==> src/rtl/program_rom_sequencer_if.sv <==
// Output stream of the program ROM sequencer: one ROM word per valid/ready handshake.
// out_res is a two's-complement value; consumers read it with $signed().
interface program_rom_sequencer_if #(
    parameter int unsigned OPW = 4,
    parameter int unsigned AW  = 4
);
    localparam int unsigned WORD_W = 4 * OPW;
    localparam int unsigned RES_W  = 2 * OPW + 2;

    logic              out_valid;
    logic              out_ready;
    logic [WORD_W-1:0] out_word;
    logic [AW-1:0]     out_addr;
    logic [OPW-1:0]    out_a;
    logic [OPW-1:0]    out_b;
    logic [OPW-1:0]    out_c;
    logic [OPW-1:0]    out_d;
    logic [RES_W-1:0]  out_res;

    modport master (
        output out_valid, out_word, out_addr, out_a, out_b, out_c, out_d, out_res,
        input  out_ready
    );

    modport slave (
        input  out_valid, out_word, out_addr, out_a, out_b, out_c, out_d, out_res,
        output out_ready
    );
endinterface

==> src/rtl/program_rom_sequencer.sv <==
// Program ROM with a sequencer that streams PROG_LEN words in address order and
// unpacks each word {d,c,b,a} into operands plus W = (a+d)*b - c.
module program_rom_sequencer #(
    parameter int unsigned OPW      = 4,
    parameter int unsigned DEPTH    = 16,
    parameter int unsigned PROG_LEN = 4,
    parameter logic [DEPTH*4*OPW-1:0] PROGRAM =
        (DEPTH*4*OPW)'(64'h7757_1256_2138_1234)
) (
    input  logic i_clk,
    input  logic i_rst,
    input  logic i_start,
    input  logic i_loop_en,
    input  logic i_stop,
    output logic o_busy,
    output logic o_done,
    program_rom_sequencer_if.master bus
);
    localparam int unsigned WORD_W = 4 * OPW;
    localparam int unsigned RES_W  = 2 * OPW + 2;
    localparam int unsigned AW     = (DEPTH > 1) ? $clog2(DEPTH) : 1;
    localparam logic [AW-1:0] LAST_ADDR = AW'(PROG_LEN - 1);

    if (PROG_LEN < 1 || PROG_LEN > DEPTH) begin : g_bad_prog_len
        $error("program_rom_sequencer: PROG_LEN must be in 1..DEPTH");
    end

    typedef enum logic [1:0] {
        ST_IDLE  = 2'd0,
        ST_FETCH = 2'd1,
        ST_HOLD  = 2'd2,
        ST_DONE  = 2'd3
    } state_t;

    state_t            r_state;
    state_t            w_state_nxt;
    logic              r_valid;
    logic              w_valid_nxt;
    logic [AW-1:0]     r_addr;
    logic [AW-1:0]     w_addr_nxt;
    logic [WORD_W-1:0] r_word;
    logic [WORD_W-1:0] w_word_nxt;
    logic              w_load;
    logic              r_busy;
    logic              r_done;
    logic              w_handshake;
    logic [OPW-1:0]    w_a;
    logic [OPW-1:0]    w_b;
    logic [OPW-1:0]    w_c;
    logic [OPW-1:0]    w_d;
    logic [RES_W-1:0]  w_res;
    logic [WORD_W-1:0] w_rom [DEPTH];

    for (genvar gi = 0; gi < DEPTH; gi++) begin : g_rom
        assign w_rom[gi] = PROGRAM[gi*WORD_W +: WORD_W];
    end

    assign w_handshake = r_valid & bus.out_ready;

    // Next state; stop wins over a same-cycle handshake so that word is not consumed
    always_comb begin
        w_state_nxt = r_state;
        w_valid_nxt = r_valid;
        w_addr_nxt  = r_addr;
        w_load      = 1'b0;
        case (r_state)
            ST_IDLE: begin
                if (i_start) begin
                    w_addr_nxt  = '0;
                    w_state_nxt = ST_FETCH;
                end
            end
            ST_FETCH: begin
                if (i_stop) begin
                    w_valid_nxt = 1'b0;
                    w_state_nxt = ST_IDLE;
                end else begin
                    w_load      = 1'b1;
                    w_valid_nxt = 1'b1;
                    w_state_nxt = ST_HOLD;
                end
            end
            ST_HOLD: begin
                if (i_stop) begin
                    w_valid_nxt = 1'b0;
                    w_state_nxt = ST_IDLE;
                end else if (w_handshake) begin
                    if (r_addr < LAST_ADDR) begin
                        w_addr_nxt = r_addr + AW'(1);
                        w_load     = 1'b1;
                    end else if (i_loop_en) begin
                        w_addr_nxt = '0;
                        w_load     = 1'b1;
                    end else begin
                        w_valid_nxt = 1'b0;
                        w_state_nxt = ST_DONE;
                    end
                end
            end
            ST_DONE: begin
                w_state_nxt = ST_IDLE;
            end
            default: begin
                w_state_nxt = ST_IDLE;
            end
        endcase
    end

    assign w_word_nxt = w_load ? w_rom[w_addr_nxt] : r_word;

    always_ff @(posedge i_clk) begin
        if (i_rst) begin
            r_state <= ST_IDLE;
            r_valid <= 1'b0;
            r_addr  <= '0;
            r_word  <= '0;
            r_busy  <= 1'b0;
            r_done  <= 1'b0;
        end else begin
            r_state <= w_state_nxt;
            r_valid <= w_valid_nxt;
            r_addr  <= w_addr_nxt;
            r_word  <= w_word_nxt;
            r_busy  <= (w_state_nxt == ST_FETCH) || (w_state_nxt == ST_HOLD);
            r_done  <= (w_state_nxt == ST_DONE);
        end
    end

    // Operands zero-extended; modular arithmetic in RES_W bits yields the signed result
    assign w_a   = r_word[OPW-1:0];
    assign w_b   = r_word[2*OPW-1:OPW];
    assign w_c   = r_word[3*OPW-1:2*OPW];
    assign w_d   = r_word[4*OPW-1:3*OPW];
    assign w_res = (RES_W'(w_a) + RES_W'(w_d)) * RES_W'(w_b) - RES_W'(w_c);

    assign bus.out_valid = r_valid;
    assign bus.out_word  = r_word;
    assign bus.out_addr  = r_addr;
    assign bus.out_a     = w_a;
    assign bus.out_b     = w_b;
    assign bus.out_c     = w_c;
    assign bus.out_d     = w_d;
    assign bus.out_res   = w_res;
    assign o_busy        = r_busy;
    assign o_done        = r_done;
endmodule
==> src/flat_wrapper.sv <==
// flat-port wrapper written by rule: the top's interface ports become plain ports
module program_rom_sequencer_flat 
#(
    parameter int unsigned OPW      = 4,
    parameter int unsigned DEPTH    = 16,
    parameter int unsigned PROG_LEN = 4,
    parameter logic [DEPTH*4*OPW-1:0] PROGRAM =
        (DEPTH*4*OPW)'(64'h7757_1256_2138_1234)
)
  (i_clk, i_rst, i_start, i_loop_en, i_stop, o_busy, o_done, bus_out_valid, bus_out_word, bus_out_addr, bus_out_a, bus_out_b, bus_out_c, bus_out_d, bus_out_res, bus_out_ready);
  program_rom_sequencer_if #(.OPW(OPW)) bus_i ();
  input  logic i_clk;
  input  logic i_rst;
  input  logic i_start;
  input  logic i_loop_en;
  input  logic i_stop;
  output logic o_busy;
  output logic o_done;
  output wire logic [$bits(bus_i.out_valid)-1:0] bus_out_valid;
  output wire logic [$bits(bus_i.out_word)-1:0] bus_out_word;
  output wire logic [$bits(bus_i.out_addr)-1:0] bus_out_addr;
  output wire logic [$bits(bus_i.out_a)-1:0] bus_out_a;
  output wire logic [$bits(bus_i.out_b)-1:0] bus_out_b;
  output wire logic [$bits(bus_i.out_c)-1:0] bus_out_c;
  output wire logic [$bits(bus_i.out_d)-1:0] bus_out_d;
  output wire logic [$bits(bus_i.out_res)-1:0] bus_out_res;
  input wire logic [$bits(bus_i.out_ready)-1:0] bus_out_ready;
  assign bus_out_valid = bus_i.out_valid;
  assign bus_out_word = bus_i.out_word;
  assign bus_out_addr = bus_i.out_addr;
  assign bus_out_a = bus_i.out_a;
  assign bus_out_b = bus_i.out_b;
  assign bus_out_c = bus_i.out_c;
  assign bus_out_d = bus_i.out_d;
  assign bus_out_res = bus_i.out_res;
  assign bus_i.out_ready = bus_out_ready;
  program_rom_sequencer #(.OPW(OPW), .DEPTH(DEPTH), .PROG_LEN(PROG_LEN), .PROGRAM(PROGRAM)) u_core (.i_clk(i_clk), .i_rst(i_rst), .i_start(i_start), .i_loop_en(i_loop_en), .i_stop(i_stop), .o_busy(o_busy), .o_done(o_done), .bus(bus_i));
endmodule
==> config.mk <==
export PLATFORM = sky130hd
export DESIGN_NAME = program_rom_sequencer_flat
export DESIGN_NICKNAME = d
export VERILOG_FILES = /design/src/rtl/program_rom_sequencer_if.sv /design/src/rtl/program_rom_sequencer.sv /design/src/flat_wrapper.sv
export SDC_FILE = /design/constraint.sdc
export NUM_CORES = 1
export LEC_CHECK = 0
export ABC_AREA = 1
export CELL_PAD_IN_SITES_DETAIL_PLACEMENT = 1
export CELL_PAD_IN_SITES_GLOBAL_PLACEMENT = 1
export CORE_ASPECT_RATIO = 0.5
export CORE_UTILIZATION = 33
export DETAILED_ROUTE_END_ITERATION = 12
export PLACE_DENSITY = 0.92
export REMOVE_ABC_BUFFERS = 1
export SYNTH_ARGS = -nofsm -noshare
export SYNTH_HDL_FRONTEND = slang
export SYNTH_SLANG_ARGS = --single-unit
export TNS_END_PERCENT = 10
==> constraint.sdc <==
create_clock -name i_clk -period 4.4 [get_ports i_clk]
set_input_delay 0.44 -clock i_clk [delete_from_list [all_inputs] [get_ports i_clk]]
set_output_delay 0.44 -clock i_clk [all_outputs]
set_load 0.01 [all_outputs]
# After elaboration in Yosys (flattened, before gate mapping)
# Memories as Yosys holds them, arrays and structs flattened. A register that Yosys moved wholly into a read port is not among the register bits.
# Index checks and enable logic that the tools add are counted.
# classes
mux	24
n_eq_ne	9
n_mul	1
n_reduce_logical	4
n_addsub	3
n_lt_le_gt_ge	1
bitwise	2
# ops
cell	count
$mux W4	5
$mux W2	6
$mul A10 B4 Y10	1
$sub A10 B4 Y10	1
$mux W1	9
$eq A2 B2 Y1 const B	4
$pmux W2 S4	1
$pmux W4 S2	1
$ne A3 B3 Y1 const B	2
$add A4 B4 Y5	1
$not A4 Y5	1
$add A4 B1 Y4 const B	1
$eq A2 B1 Y1 const B	2
$lt A4 B2 Y1 const B	1
$pmux W1 S2	2
$reduce_and A4 Y1	1
$ne A3 B2 Y1 const B	1
$logic_not A2 Y1	1
$reduce_bool A2 Y1	1
$and A1 B1 Y1	1
$logic_or A1 B1 Y1	1
# word_totals
memories	1
word_cells	50
out_inout_bits	49
register_bits	9
in_bits	6
rom_bits	256
# mem_list
name	depth	width	read_ports	rd_ports_with_merged_regs	wr	line	rtl
(no name shown)	16	16	1	1	0	program_rom_sequencer.sv:109	assign w_word_nxt = w_load ? w_rom[w_addr_nxt] : r_word;

# Longest topological paths before layout
# Gate-level depths: netlist (run 1).
# depth
ltp_word	7
depth_mapped	23
depth_no_buf	23

# Least setup slack after synthesis (run 1)
# No wires, ideal clock.
# synth_path
kind	register to output
startpoint	reg u_core.r_word[10], in the netlist u_core.bus.out_word[10]
endpoint	out bus_out_res[9]
path_stages_with_launch	23
required_ns	3.960
path_buffers	0
path_slack_ns	0.211
t_arrival_ns	3.749
path_cell_list	dfxtp_1 > ha_1 > inv_1 > fa_1 > nand2_1 > nand2_1 > nor2_1 > inv_1 > fa_1 > inv_1 > fa_1 > inv_1 > ha_1 > a21oi_1 > o21ai_1 > nand2_1 > nand2_1 > a21oi_2 > inv_1 > nand2_1 > nand2_1 > nand2_1 > nand2_1
# synth_via
elab_chain_len	1
# synth_rtl
item	line	rtl
start, declared	program_rom_sequencer.sv:41	logic [WORD_W-1:0] r_word;
$sub A10 B4 Y10	program_rom_sequencer.sv:134	assign w_res = (RES_W'(w_a) + RES_W'(w_d)) * RES_W'(w_b) - RES_W'(w_c);
end, declared	flat_wrapper.sv:26	output wire logic [$bits(bus_i.out_res)-1:0] bus_out_res;
# Every way passes these cells.

# Worst setup path in the final report (run 1)
# layout_path
startpoint	reg u_core.r_word[10], in the netlist u_core.bus.out_word[10]
endpoint	out bus_out_res[6]
# Same word-level chain as after synthesis.

==> results of run 1 <==
-- layout by cell type (no fill, tap or decap), drive strengths merged --
master         instances
nor3                   1
ha                    23
dlygate4sd2            4
nor2                  21
clkinv                 1
xor2                   5
clkdlybuf4s50         42
nand2                 42
nand4                  1
a22oi                  1
a21oi                 18
or2                    1
o211ai                 1
conb                   6
clkbuf                 4
fa                     9
dfxtp                 16
buf                   17
o21ai                 12
nand3                 14
xnor2                  2
and2                   1
inv                   46
-- kinds of logic after synthesis --
logic type      share of synthesized area, %
simple gates                            21.0
buf+inv                                 20.7
compound gates                          10.7
fa+ha+maj                               26.1
flops                                   17.9
xor+xnor                                3.42
other cells                            0.209
-- through the flow --
stage	instances	utilization (%)
after floorplan	221	-
after global placement	353	45.2
after detailed placement	353	45.2
after CTS	357	46.9
after global routing	358	47.2
final	358	47.2
-- Yosys cell counts --
library cell and number:
inv_1 43, nand2_1 34, buf_4 26, ha_1 23, nor2_1 17, dfxtp_1 16, a21oi_1 14, nand3_1 12
fa_1 9, nand2_2 8, o21ai_0 7, xor2_1 5, a21oi_2 4, inv_2 3, nor2_2 3, o21ai_2 3
nand3_2 2, o21ai_1 2, xnor2_1 2, a22oi_1 1, and2_1 1, clkinv_1 1, conb_1 1, nand4_1 1
nor2_4 1, nor3_1 1, o211ai_1 1, or2_2 1
-- worst paths after layout --
kind                               end               startpoint  cells past startpoint  slack, ns
setup reg to reg         u_core.o_busy        u_core.r_state[0]                     11       2.57
setup / recovery        bus_out_res[6]  u_core.bus.out_word[10]                     14       0.17
hold reg to reg   u_core.bus.out_valid     u_core.bus.out_valid                      2       0.48
hold / removal    u_core.bus.out_valid     u_core.bus.out_valid                      2       0.48
-- sequential cells by signal (all words and copies together), names as in the netlist --
signal / flops
u_core.bus.out_word: 7
u_core.o_busy: 1
u_core.bus.out_valid: 1
u_core.o_done: 1
u_core.r_state: 2
u_core.bus.out_addr: 4
-- layer usage --
metal,up-vias,part of all wire [%],global-route usage [%],routed length (um)
met5,-,0,0,0
met1,784,41,17.1,1870
met2,26,56,38.2,2590
met4,0,0.41,3.01,19
met3,2,2.9,3.03,134
li1,814,-,-,-
-- final cells by class --
cell class | instances | area share [%]
clock buffer | 4 | 2.30
timing repair buffer | 63 | 24.2
inverter | 47 | 7.37
sequential | 16 | 13.5
tap | 70 | 3.66
multi-input combinational | 158 | 49.0
-- power breakdown --
group	internal (W)	switching, W	leakage, nW
logic	0.0000419	0.0000516	0.897
registers	0.000150	0.00000460	0.131
clock network	0.0000794	0.0000520	0.0288
total	0.000272	0.000108	1.06
-- what timing repair did --
item	4_1_cts	5_1_grt
setup buffers	0	1
pin swaps	4	7
cloned	0	0
resized for setup	21	8
endpoints found under the setup margin	6	5
-- worst reg2reg max path: stages (launching register included) --
cell	delay [ns]
dfxtp_1	0.34
inv_1	0.11
ha_1	0.23
inv_2	0.10
nor2_4	0.16
inv_1	0.07
o21ai_0	0.19
nand2_1	0.12
nand2_1	0.08
ha_1	0.23
inv_1	0.06
nor2_1	0.03
==> out/qor.txt, run 1 <==
status: completed
Design Power: 0.000380 W
max_slew headroom: 64.2%
routed vias/inst: 4.54
top post-synthesis cells by area: dfxtp_1, ha_1, buf_4
Synth Cell Area: 1790 um2
H-tree depth: 1
CTS Buffer Depth: 2
Multi-input gate area: 1170 um2
Layout area overhead: 33.5%
Worst-Margin Slew: 0.535 ns
final wirelength: 4620 um
Hold Violations, Final: 0
dpl ws: -0.340 ns
critical-path cell list: ha_4 -> inv_1 -> fa_2 -> nor2_2 -> fa_1 -> fa_1 -> inv_1 -> ha_1 -> a21oi_1 -> nand2_1 -> a21oi_1 -> o21ai_1 -> xor2_1 -> dlygate4sd2_1
port buffer count: 48
CTS root buf: clkbuf_8
Fmax: 0.236 GHz
drt first pass iters: 4
vias in the first global route: 1,706
post-route minimum period: 4.23 ns
Leak: 1.06 nW
Setup CP Type: reg2out
slowest stage cell on the critical path: fa_1
top cell type's share of synthesized area: 17.9%
first-pass GRT wire length: 7710 um
Avg Inst Size Synth: 7.40 um2
share of layout cells above drive strength 1: 20.5%
Final Skew: 0.00578 ns
Residual DRC: 0
Post-DP Area: 2290 um2
RSZ-0062 raised after global routing: true
register area: 323 um2
count of cell types in the netlist: 28
Critical Path Fanout Max: 4
TritonCTS Buffers: 3
core area: 5070 um2
Seq/Total Area, Yosys: 17.9%
Clock Pin Slew Worst Setup and Hold Paths: 0.07 ns
min-delay worst type: reg2reg
vias after detailed routing: 1,626
Final Worst Setup Slack: 0.167 ns
1st-iter DRT viols: 14
largest net degree at the start of global routing: 13
post-DR wirelength/cell: 12.9 um
GRT Residual Overflow: 0
routability cong.: 0.859
WP data arrival: 3.79 ns
Syn. warnings: 0
DP HPWL: 3860 um
Peak supply drop: 0.000196 V
Fin Hold WS: 0.484 ns
startpoint types: flop
Worst Path Buf+Inv: 3
setup TNS: 0 ns
Max stage delay on crit path: 0.54 ns
Pins Over Slew Limit: 0
Synth Instances: 242
Die ar.: 5750 um2
post-route cell area: 2390 um2
I/O pin cnt: 55
Die X: 106 um
top cell family by delay on the critical path: adder cells
# fillers: 622
post-cts hold buffer count: 0
Die Y: 54.1 um
Setup crit end kind: primary output
Critical Path RT: 3.96 ns
pwr dens: 159 nW/um2
row count: 18
Clock Sinks: 16
Tcrit/Tclk final: 96.2%
Ant. Diodes: 0
final setup violation count: 0
largest area contributor in the synthesized netlist: dfxtp_1
Final Net Count: 327
post-route ant nets: 0
max cap viols: 0
clk_lat worst skew: 0.25 ns
synthesized flop and latch total: 16
gr usage total: 17.1%
CTS tree: done
initial antenna violation count: 0
starting density of the core: 35.4%
No activity file was read; power rests on OpenSTA's default activity.
==> inputs of run 2 (changes only) <==
--- a/config.mk
+++ b/config.mk
@@ -11,6 +11,8 @@
 export CORE_ASPECT_RATIO = 0.5
 export CORE_UTILIZATION = 33
 export DETAILED_ROUTE_END_ITERATION = 12
+export GPL_ROUTABILITY_DRIVEN = 0
+export HOLD_SLACK_MARGIN = 0.06
 export PLACE_DENSITY = 0.92
 export REMOVE_ABC_BUFFERS = 1
 export SYNTH_ARGS = -nofsm -noshare
==> results of run 2 <==
The final DEF is identical to that of run 1; final timing and power are the same.
